--- config.mk ---
export PLATFORM = sky130hd
export DESIGN_NAME = note_tracker
export DESIGN_NICKNAME = d
export VERILOG_FILES = /design/src/rtl/note_pkg.sv /design/src/rtl/note_period_meter.sv /design/src/rtl/note_tracker.sv
export SDC_FILE = /design/constraint.sdc
export NUM_CORES = 1
export LEC_CHECK = 0
export BUFFER_PORTS_ARGS = -buffer_cell sky130_fd_sc_hd__buf_2
export CORE_UTILIZATION = 55
export DETAILED_ROUTE_END_ITERATION = 10
export PLACE_DENSITY = 0.75
export SLEW_MARGIN = 10
export SYNTH_ARGS = -nofsm -noshare
export SYNTH_HDL_FRONTEND = slang
export SYNTH_HIERARCHICAL = 1
export SYNTH_SLANG_ARGS = --single-unit
--- constraint.sdc ---
create_clock -name clk -period 4.9 [get_ports clk]
set_clock_uncertainty 0.1 [all_clocks]
set_input_delay 0.245 -clock clk [delete_from_list [all_inputs] [get_ports clk]]
set_output_delay 0.245 -clock clk [all_outputs]
set_load 0.1 [all_outputs]
--- src/rtl/note_pkg.sv ---
// Shared types, note frequency table and window-bound helper for note_tracker.
package note_pkg;

    localparam int W_NOTE = 12;

    typedef enum logic [3:0] {
        NOTE_C, NOTE_CS, NOTE_D, NOTE_DS, NOTE_E, NOTE_F,
        NOTE_FS, NOTE_G, NOTE_GS, NOTE_A, NOTE_AS, NOTE_B
    } note_e;

    typedef enum logic [1:0] {
        S_IDLE,
        S_SEARCH,
        S_DONE
    } search_state_e;

    localparam logic [W_NOTE-1:0] NO_NOTE = '0;

    // Octave-4 frequencies in units of 0.01 Hz, C first.
    localparam int unsigned FREQ_100 [12] = '{
        26163, 27718, 29366, 31113, 32963, 34923,
        36999, 39200, 41530, 44000, 46616, 49388
    };

    // Elaboration-time period bound (clk cycles) for table entry idx = octave*12 + note.
    function automatic logic [63:0] win_bound(input int clk_mhz, input int idx,
                                               input int tol_pct, input logic upper);
        logic [3:0]  n;
        logic [63:0] nominal;
        n       = 4'(idx % 12);
        nominal = (64'(clk_mhz) * 64'd100_000_000) / (64'(FREQ_100[n]) << (idx / 12));
        if (upper) begin
            return (nominal * 64'(100 + tol_pct)) / 64'd100;
        end
        return (nominal * 64'(100 - tol_pct)) / 64'd100;
    endfunction

    function automatic logic [W_NOTE-1:0] note_onehot_f(input logic [3:0] idx);
        return 12'h800 >> idx;
    endfunction

endpackage

--- src/rtl/note_period_meter.sv ---
// Hysteresis zero-crossing detector and free-running period counter with saturation timeout.
module note_period_meter #(
    parameter int W_SAMPLE = 16,
    parameter int W_CNT    = 20
) (
    input  logic                       i_clk,
    input  logic                       i_rst_n,
    input  logic signed [W_SAMPLE-1:0] i_sample,
    input  logic                       i_sample_vld,
    input  logic signed [W_SAMPLE-1:0] i_thr_hi,
    input  logic signed [W_SAMPLE-1:0] i_thr_lo,
    output logic [W_CNT-1:0]           o_period,
    output logic                       o_period_vld,
    output logic                       o_timeout
);

    logic             r_high;
    logic             r_first_edge;
    logic [W_CNT-1:0] r_cnt;
    logic [W_CNT-1:0] r_period;
    logic             r_period_vld;
    logic             w_rise;
    logic             w_fall;
    logic             w_sat;
    logic             w_timeout;

    assign w_rise    = i_sample_vld && !r_high && (i_sample >= i_thr_hi);
    assign w_fall    = i_sample_vld && r_high && (i_sample < i_thr_lo);
    assign w_sat     = &r_cnt;
    assign w_timeout = w_sat && !r_first_edge;

    always_ff @(posedge i_clk or negedge i_rst_n) begin
        if (!i_rst_n) begin
            r_high       <= 1'b0;
            r_first_edge <= 1'b1;
            r_cnt        <= '0;
            r_period     <= '0;
            r_period_vld <= 1'b0;
        end else begin
            r_period_vld <= 1'b0;
            if (w_rise) begin
                r_high <= 1'b1;
            end else if (w_fall) begin
                r_high <= 1'b0;
            end
            // A saturated count is never a valid period; the next edge restarts measurement.
            if (w_timeout) begin
                r_first_edge <= 1'b1;
            end else if (w_rise) begin
                if (r_first_edge) begin
                    r_first_edge <= 1'b0;
                end else begin
                    r_period     <= r_cnt + 1'b1;
                    r_period_vld <= 1'b1;
                end
                r_cnt <= '0;
            end else if (!w_sat) begin
                r_cnt <= r_cnt + 1'b1;
            end
        end
    end

    assign o_period     = r_period;
    assign o_period_vld = r_period_vld;
    assign o_timeout    = w_timeout;

endmodule

--- src/rtl/note_tracker.sv ---
// Period-based note classifier with sequential table search and stability filter.
// Define NOTE_TRACKER_AVG_EN to classify the mean of the last four periods.
module note_tracker
    import note_pkg::*;
#(
    parameter int   CLK_MHZ        = 50,
    parameter int   W_SAMPLE       = 16,
    parameter int   W_CNT          = 20,
    parameter int   N_OCT          = 3,
    parameter int   TOL_PCT        = 3,
    parameter int   STABLE_PERIODS = 4,
    localparam int  W_OCT          = (N_OCT > 1) ? $clog2(N_OCT) : 1
) (
    input  logic                       clk,
    input  logic                       rst_n,
    input  logic signed [W_SAMPLE-1:0] sample,
    input  logic                       sample_vld,
    input  logic signed [W_SAMPLE-1:0] thr_hi,
    input  logic signed [W_SAMPLE-1:0] thr_lo,
    output logic [W_CNT-1:0]           period,
    output logic                       period_vld,
    output logic [W_NOTE-1:0]          note_onehot,
    output logic [3:0]                 note_idx,
    output logic [W_OCT-1:0]           octave,
    output logic                       note_vld
);

    localparam int N_ENT = 12 * N_OCT;
    localparam int W_K   = $clog2(N_ENT);
    localparam int W_FC  = $clog2(STABLE_PERIODS + 1);

    logic [W_CNT-1:0] w_period;
    logic             w_period_vld;
    logic             w_timeout;
    logic [W_CNT-1:0] w_feed_period;
    logic             w_feed_ok;

    note_period_meter #(.W_SAMPLE(W_SAMPLE), .W_CNT(W_CNT)) u_meter (
        .i_clk        (clk),
        .i_rst_n      (rst_n),
        .i_sample     (sample),
        .i_sample_vld (sample_vld),
        .i_thr_hi     (thr_hi),
        .i_thr_lo     (thr_lo),
        .o_period     (w_period),
        .o_period_vld (w_period_vld),
        .o_timeout    (w_timeout)
    );

    assign period     = w_period;
    assign period_vld = w_period_vld;

`ifdef NOTE_TRACKER_AVG_EN
    logic [W_CNT-1:0] r_hist [3];
    logic [1:0]       r_hist_n;
    logic [W_CNT+1:0] w_sum;

    assign w_sum = (W_CNT+2)'(w_period) + (W_CNT+2)'(r_hist[0])
                 + (W_CNT+2)'(r_hist[1]) + (W_CNT+2)'(r_hist[2]);
    assign w_feed_period = W_CNT'(w_sum >> 2);
    assign w_feed_ok     = (r_hist_n == 2'd3);

    always_ff @(posedge clk or negedge rst_n) begin
        if (!rst_n) begin
            r_hist   <= '{default: '0};
            r_hist_n <= '0;
        end else if (w_timeout) begin
            r_hist   <= '{default: '0};
            r_hist_n <= '0;
        end else if (w_period_vld) begin
            r_hist[2] <= r_hist[1];
            r_hist[1] <= r_hist[0];
            r_hist[0] <= w_period;
            if (r_hist_n != 2'd3) begin
                r_hist_n <= r_hist_n + 1'b1;
            end
        end
    end
`else
    assign w_feed_period = w_period;
    assign w_feed_ok     = 1'b1;
`endif

    // Window bounds are constants; only the selected entry is compared each cycle.
    logic [63:0] w_lo [N_ENT];
    logic [63:0] w_hi [N_ENT];
    for (genvar g = 0; g < N_ENT; g++) begin : g_win
        localparam logic [63:0] LO = win_bound(CLK_MHZ, g, TOL_PCT, 1'b0);
        localparam logic [63:0] HI = win_bound(CLK_MHZ, g, TOL_PCT, 1'b1);
        assign w_lo[g] = LO;
        assign w_hi[g] = HI;
    end

    search_state_e    r_state;
    search_state_e    w_state_nxt;
    logic [W_CNT-1:0] r_sp;
    logic [W_K-1:0]   r_k;
    logic [3:0]       r_n;
    logic [W_OCT-1:0] r_o;
    logic             r_res_hit;
    logic [3:0]       r_res_note;
    logic [W_OCT-1:0] r_res_oct;
    logic             w_match;
    logic             w_last;

    assign w_match = (64'(r_sp) > w_lo[r_k]) && (64'(r_sp) < w_hi[r_k]);
    assign w_last  = (r_k == W_K'(N_ENT - 1));

    always_ff @(posedge clk or negedge rst_n) begin
        if (!rst_n) begin
            r_state <= S_IDLE;
        end else begin
            r_state <= w_state_nxt;
        end
    end

    always_comb begin
        w_state_nxt = r_state;
        case (r_state)
            S_IDLE:   if (w_period_vld && w_feed_ok) w_state_nxt = S_SEARCH;
            S_SEARCH: if (w_match || w_last) w_state_nxt = S_DONE;
            S_DONE:   w_state_nxt = S_IDLE;
            default:  w_state_nxt = S_IDLE;
        endcase
    end

    always_ff @(posedge clk or negedge rst_n) begin
        if (!rst_n) begin
            r_sp       <= '0;
            r_k        <= '0;
            r_n        <= '0;
            r_o        <= '0;
            r_res_hit  <= 1'b0;
            r_res_note <= '0;
            r_res_oct  <= '0;
        end else begin
            case (r_state)
                S_IDLE: begin
                    if (w_period_vld && w_feed_ok) begin
                        r_sp <= w_feed_period;
                        r_k  <= '0;
                        r_n  <= '0;
                        r_o  <= '0;
                    end
                end
                S_SEARCH: begin
                    if (w_match) begin
                        r_res_hit  <= 1'b1;
                        r_res_note <= r_n;
                        r_res_oct  <= r_o;
                    end else if (w_last) begin
                        r_res_hit  <= 1'b0;
                        r_res_note <= '0;
                        r_res_oct  <= '0;
                    end else begin
                        r_k <= r_k + 1'b1;
                        if (r_n == 4'd11) begin
                            r_n <= '0;
                            r_o <= r_o + 1'b1;
                        end else begin
                            r_n <= r_n + 1'b1;
                        end
                    end
                end
                default: ;
            endcase
        end
    end

    logic             r_cand_hit;
    logic [3:0]       r_cand_note;
    logic [W_OCT-1:0] r_cand_oct;
    logic [W_FC-1:0]  r_fcnt;
    logic [W_FC-1:0]  w_fcnt_nxt;
    logic             w_same;

    assign w_same = (r_res_hit == r_cand_hit) && (r_res_note == r_cand_note)
                 && (r_res_oct == r_cand_oct);

    always_comb begin
        w_fcnt_nxt = W_FC'(1);
        if (w_same) begin
            w_fcnt_nxt = (r_fcnt == W_FC'(STABLE_PERIODS)) ? r_fcnt : r_fcnt + 1'b1;
        end
    end

    always_ff @(posedge clk or negedge rst_n) begin
        if (!rst_n) begin
            r_cand_hit  <= 1'b0;
            r_cand_note <= '0;
            r_cand_oct  <= '0;
            r_fcnt      <= '0;
            note_vld    <= 1'b0;
            note_idx    <= '0;
            octave      <= '0;
            note_onehot <= NO_NOTE;
        end else if (w_timeout) begin
            r_cand_hit  <= 1'b0;
            r_cand_note <= '0;
            r_cand_oct  <= '0;
            r_fcnt      <= '0;
            note_vld    <= 1'b0;
            note_idx    <= '0;
            octave      <= '0;
            note_onehot <= NO_NOTE;
        end else if (r_state == S_DONE) begin
            r_cand_hit  <= r_res_hit;
            r_cand_note <= r_res_note;
            r_cand_oct  <= r_res_oct;
            r_fcnt      <= w_fcnt_nxt;
            // Miss results carry zero note/octave, so a stable miss clears the outputs.
            if (w_fcnt_nxt == W_FC'(STABLE_PERIODS)) begin
                note_vld    <= r_res_hit;
                note_idx    <= r_res_note;
                octave      <= r_res_oct;
                note_onehot <= r_res_hit ? note_onehot_f(r_res_note) : NO_NOTE;
            end
        end
    end

endmodule

# Word-level counts from Yosys, hierarchy flattened
# Memory sizes are Yosys's and may differ from the RTL's.
# Index checks and enable logic that the tools add are counted.
# W data, S select, Z words.
word_totals:
  reg_bits: 113
  rom_bits: 8192
  in_bits: 51
  out_inout_bits: 40
  elab_cells: 138
  memories: 2
classes:
  addsub: 5
  magnitude_cmp: 5
  n_eq_ne: 15
  shifts: 1
  muxes: 59
  bitwise_logic: 3
  reduce_logical: 27
memory_table:
  columns: ["name", "words", "width", "read_ports", "rd_ports_with_merged_regs", "write_ports", "line", "source"]
  rows:
  - ["(no name shown)", 64, 64, 1, 0, 0, "note_tracker.sv:106", "assign w_match = (64'(r_sp) > w_lo[r_k]) && (64'(r_sp) < w_hi[r_k]);"]
  - ["(no name shown)", 64, 64, 1, 0, 0, "note_tracker.sv:106", null]
op_table:
  columns: ["operator", "n"]
  rows:
  - ["$mux W64", 4]
  - ["$gt A20 B64 Y1", 1]
  - ["$lt A20 B64 Y1", 1]
  - ["$mux W12", 4]
  - ["$mux W4", 11]
  - ["$mux W20", 2]
  - ["$mux W2", 13]
  - ["$add A20 B1 Y20 const B", 1]
  - ["$reduce_and A20 Y1", 1]
  - ["$mux W6", 3]
  - ["$ge A16 B16 Y1", 1]
  - ["$lt A16 B16 Y1", 1]
  - ["$mux W1", 14]
  - ["$mux W3", 4]
  - ["$pmux W6 S2", 1]
  - ["$reduce_bool A2 Y1", 6]
  - ["$shr A12 B4 Y12 const A", 1]
  - ["$reduce_and A2 Y1", 5]
  - ["$logic_and A1 B1 Y1", 8]
  - ["$ne A2 B2 Y1 const B", 4]
  - ["$pmux W2 S2", 2]
  - ["$pmux W4 S2", 1]
  - ["$ge A7 B7 Y1 const B", 1]
  - ["$not A6 Y7", 1]
  - ["other kinds (20)", 24]

# Longest topological paths before layout
logic_depth:
  word_depth: 9
  mapped_depth: 19
  ltp_nobuf: 17

# By module
# Netlist, hierarchy kept.
by_module_without_submodules:
  columns: ["mod", "instances", "cells_each", "area_each_um2", "seq_area_each_um2"]
  rows:
  - ["note_tracker", 1, 748, 5849.4, 1751.7]
  - ["note_period_meter", 1, 292, 2829.0, 1077.3]

# Least setup slack after synthesis
# Ideal clock, no wire load.
synth_timing:
  path_type: "flip-flop to flip-flop"
  start: "register r_k[1]"
  end: "register r_res_note[0]"
  setup_ns: 0.121
  arrival_ns: 3.988
  t_required_ns: 4.679
  path_slack_ns: 0.691
  path_stages_with_launch: 19
  path_buffers: 3
  period_less_slack_ns: 4.209
  cell_sequence: "dfrtp_1 -> buf_2 -> clkinv_1 -> ha_1 -> clkbuf_1 -> nand2_1 -> a311oi_1 -> a21oi_1 -> nand2_1 -> o21ai_0 -> ha_1 -> a211oi_1 -> o211ai_1 -> a221oi_1 -> o211ai_1 -> a211oi_2 -> buf_6 -> o21ai_4 -> a22o_1"
synth_via:
  elab_chain_cells: 8
  elab_cells_between_ends: 14
  cone_classes: "order compare (2); eq/ne (1); mux (5); bitwise (1); reduce/logical (3); memory (2)"
synth_lines:
  columns: ["element", "line", "source"]
  rows:
  - ["start, declared", "note_tracker.sv:97", "logic [W_K-1:0] r_k;"]
  - ["start signal, assigned", "note_tracker.sv:156", "r_k <= r_k + 1'b1;"]
  - ["$not A6 Y7 (not written as such)", "note_tracker.sv:106", null]
  - ["$mem_v2 Z64 W64", null, null]
  - ["$mux W64 (not written as such) (2 in a row)", "note_tracker.sv:106", null]
  - ["$gt A20 B64 Y1 or $lt A20 B64 Y1 (tied branches)", "note_tracker.sv:106", null]
  - ["$logic_and A1 B1 Y1", "note_tracker.sv:106", null]
  - ["$reduce_bool A2 Y1 (no line)", null, null]
  - ["$reduce_and A2 Y1 (no line)", null, null]
  - ["end signal, assigned", "note_tracker.sv:149", "r_res_note <= r_n;"]
  - ["end, declared", "note_tracker.sv:101", "logic [3:0] r_res_note;"]
# Parallel ways exist; a longest one is shown, timed or not. The select of a mux whose other input is x is not followed.
# A chain may end at the register's enable or synchronous reset.

# Final worst setup path
layout_timing:
  start: "register r_k[1]"
  end: "register r_res_note[3]"
# The elaborated chain is that of the path after synthesis.

==> flow_metrics.py <==
metrics = {
    "cts": {
        "cts_buffer_depth": 2,
        "numCtsBuffers": 17,
        "post_cts_resized": 0,
        "clock_latency_ns": 0.41,
        "clockRootBuffer": "clkbuf_16",
        "h-tree-depth": 4,
        "cts_tree": "built",
        "cts.clk_slew.worst_paths_ns": 0.06,
        "clkSinkCount": 113,
    },
    "setup_path": {
        "worst-setup-path-type": "flip-flop to flip-flop",
        "required_ns": 5.14,
        "crit_fanout": 14,
        "crit_path_start_kind": "flip-flop",
        "end_kind": "flip-flop",
        "arrival_ns": 4.77,
    },
    "cells_and_area": {
        "seq_area_sq_mm": 0.00283,
        "nets": 1231,
        "final_common_cell": "nand2_1",
        "multi_input_area_sq_mm": 0.00528,
        "area_growth_syn_to_layout_pct": 12.8,
        "num_antenna_cells": 0,
        "final_cell_mix": "nand2_1, dfrtp_1, a21oi_1, buf_2, ha_1",
        "nFillCells": 1289,
        "layout-drive-gt1-share": 0.162,
    },
    "drt": {
        "first_pass_iters": 5,
        "routedWlPerCell_microns": 18.1,
        "drt_iter0_drc": 829,
        "route.detailed.drc": 0,
        "vias_per_cell": 6.23,
        "wl_microns": 23900,
        "via_count": 8233,
        "ant_nets": 0,
    },
    "floorplanning": {
        "die_height_microns": 128,
        "core-area_sq_mm": 0.0153,
        "initial_utilization": 0.567,
        "die_x_microns": 128,
        "num_rows": 45,
        "io_pins": 91,
        "die_area_sq_mm": 0.0163,
    },
    "power": {
        "cellPowerDensity_mw_per_mm2": 644,
        "finalPower_mw": 6.31,
        "p_leak_nw": 4.76,
        "peakVddDrop_mv": 0.480,
    },
    "synth": {
        "synthArstFlopShare": 1.00,
        "netlist_instances": 1040,
        "yosysUniqueCellTypes": 85,
        "synth_area_per_cell_sq_um": 8.34,
        "syn-num-nets": 1174,
        "ys_warn_count": 6,
        "syn_area_sq_mm": 0.00868,
        "synth_flop_cell": "dfrtp_1",
        "ys_seq_area_frac": 0.326,
        "synth_seq_cells": 113,
        "synth_edf_count": 0,
    },
    "timing": {
        "maxSlewViolCount": 0,
        "finalWorstSetupSlack_ns": 0.375,
        "fmax_ghz": 0.221,
        "finalSetupViolCount": 0,
        "relSlewSlack": 0.325,
        "period_share": 0.923,
        "hold_viol_final": 0,
        "period_minus_slack_ns": 4.52,
        "grt_setup_unrepaired": "no",
        "tightestPinTransition_ns": 1.01,
        "finalSetupTns_ns": 0,
    },
    "global_routing": {
        "antenna_found_initial": 0,
        "grt_max_degree": 75,
        "grt_pass1_vias": 7869,
        "grt_remaining_overflow": 0,
        "grt_first_pass_wirelength_microns": 39500,
        "track_usage": 0.306,
    },
    "min_path": {
        "min_path_type": "input port to flip-flop",
    },
    "place": {
        "io_buffer_count": 90,
        "pre_cts_ws_ns": 0.525,
        "dp_hpwl_microns": 16600,
        "gp_congestion": 0.997,
    },
    "job": {
        "maxCapViolations": 0,
    },
    "run_status": {
        "status": "finished, final reports clean",
    },
}
## Yosys cell counts, types with 15 or more instances
library cell / number / area share
inv_1: 52 / 0.022
a31oi_1: 16 / 0.012
nand2_1: 143 / 0.062
clkbuf_1: 45 / 0.019
mux2i_1: 18 / 0.021
nand4_1: 16 / 0.012
nand3_1: 32 / 0.018
nor2_1: 83 / 0.036
o211ai_1: 15 / 0.013
a21oi_1: 99 / 0.057
nor3_1: 16 / 0.0092
o21ai_0: 58 / 0.033
dfrtp_1: 112 / 0.32
nand2b_1: 15 / 0.011
ha_1: 83 / 0.12
## repair_timing
action,CTS,global route
hold buffers,1,0
hold endpoints to repair,72,0
setup buffers,0,0
## per-stage QoR
step                hold slack, ns  instance area, sq um  cells   util
finish                      0.0627                  9790   1321  0.639
CTS                         0.0581                  9790   1321  0.639
global route                0.0762                  9790   1321  0.639
floorplan                   -0.151                  8680   1040      -
detailed placement           0.353                  9170   1288  0.599
global placement             0.355                  9170   1288  0.599
## path summary, 6_finish.rpt
kind,slack [ns],startpoint,to,depth (start not counted)
setup / recovery,0.38,r_k[1]$_DFFE_PN0P_,r_res_note[3]$_DFFE_PN0P_,17
setup reg to reg,0.38,r_k[1]$_DFFE_PN0P_,r_res_note[3]$_DFFE_PN0P_,17
hold reg to reg,0.37,u_meter/r_high$_DFFE_PN0P_,u_meter/r_high$_DFFE_PN0P_,1
hold / removal,0.06,sample_vld,u_meter/r_high$_DFFE_PN0P_,3
min in group asynchronous,0.44,rst_n,r_fcnt[1]$_DFFE_PN0P_,2
max in group asynchronous,3.16,rst_n,u_meter/o_period[1]$_DFFE_PN0P_,3
## routing by layer
| metal | global-route usage | up-vias | part of all wire |
|---|---|---|---|
| met5 | 0 | - | 0 |
| met4 | 0.130 | 0 | 0.030 |
| met3 | 0.0637 | 61 | 0.074 |
| met2 | 0.493 | 374 | 0.47 |
| met1 | 0.400 | 3959 | 0.43 |
| li1 | - | 3839 | - |
## worst max-delay path, stage by stage (launching register included)
cell      delay (ns)
dfrtp_1         0.53
clkinv_1        0.12
buf_4           0.20
ha_1            0.54
nand2_1         0.25
a31oi_1         0.21
a21oi_1         0.08
nand2_1         0.09
o21ai_0         0.10
ha_1            0.32
a211oi_1        0.23
o211ai_1        0.13
a221oi_1        0.39
o211ai_1        0.15
a211oi_2        0.27
buf_4           0.26
and2_1          0.30
a22o_1          0.18
## final cells by class
type,count,area share
timing repair buffer,108,0.0603
clock inverter,14,0.0187
clock buffer,18,0.0438
sequential,113,0.289
multi-input combinational,801,0.540
inverter,56,0.0215
tap,211,0.0270
## registers in the layout (all words and copies together), names as in the netlist, 3 cells and up
| name | flops |
|---|---|
| r_cand_note | 4 |
| note_idx | 4 |
| u_meter/r_cnt | 20 |
| r_k | 6 |
| u_meter/o_period | 20 |
| r_n | 4 |
| r_sp | 20 |
| r_res_note | 4 |
| r_fcnt | 3 |
| note_onehot | 12 |
## power breakdown
group,leakage [nW],internal (mW),total [mW],switching (mW)
Sequential,1.48,1.20,1.52,0.329
Clock,0.293,0.807,1.26,0.453
Combinational,2.98,1.20,3.52,2.32
Total,4.76,3.21,6.31,3.10
## cell families (layout without fill, tap and decap cells)
group	after synthesis	count (layout)	synth area share
flops	113	113	0.326
xor+xnor	28	28	0.0283
fa+ha+maj	83	83	0.120
mux	29	29	0.0385
compound gates	290	290	0.216
simple gates	371	371	0.206
buf+inv	126	196	0.0655
No activity file was read; power rests on OpenSTA's default activity.
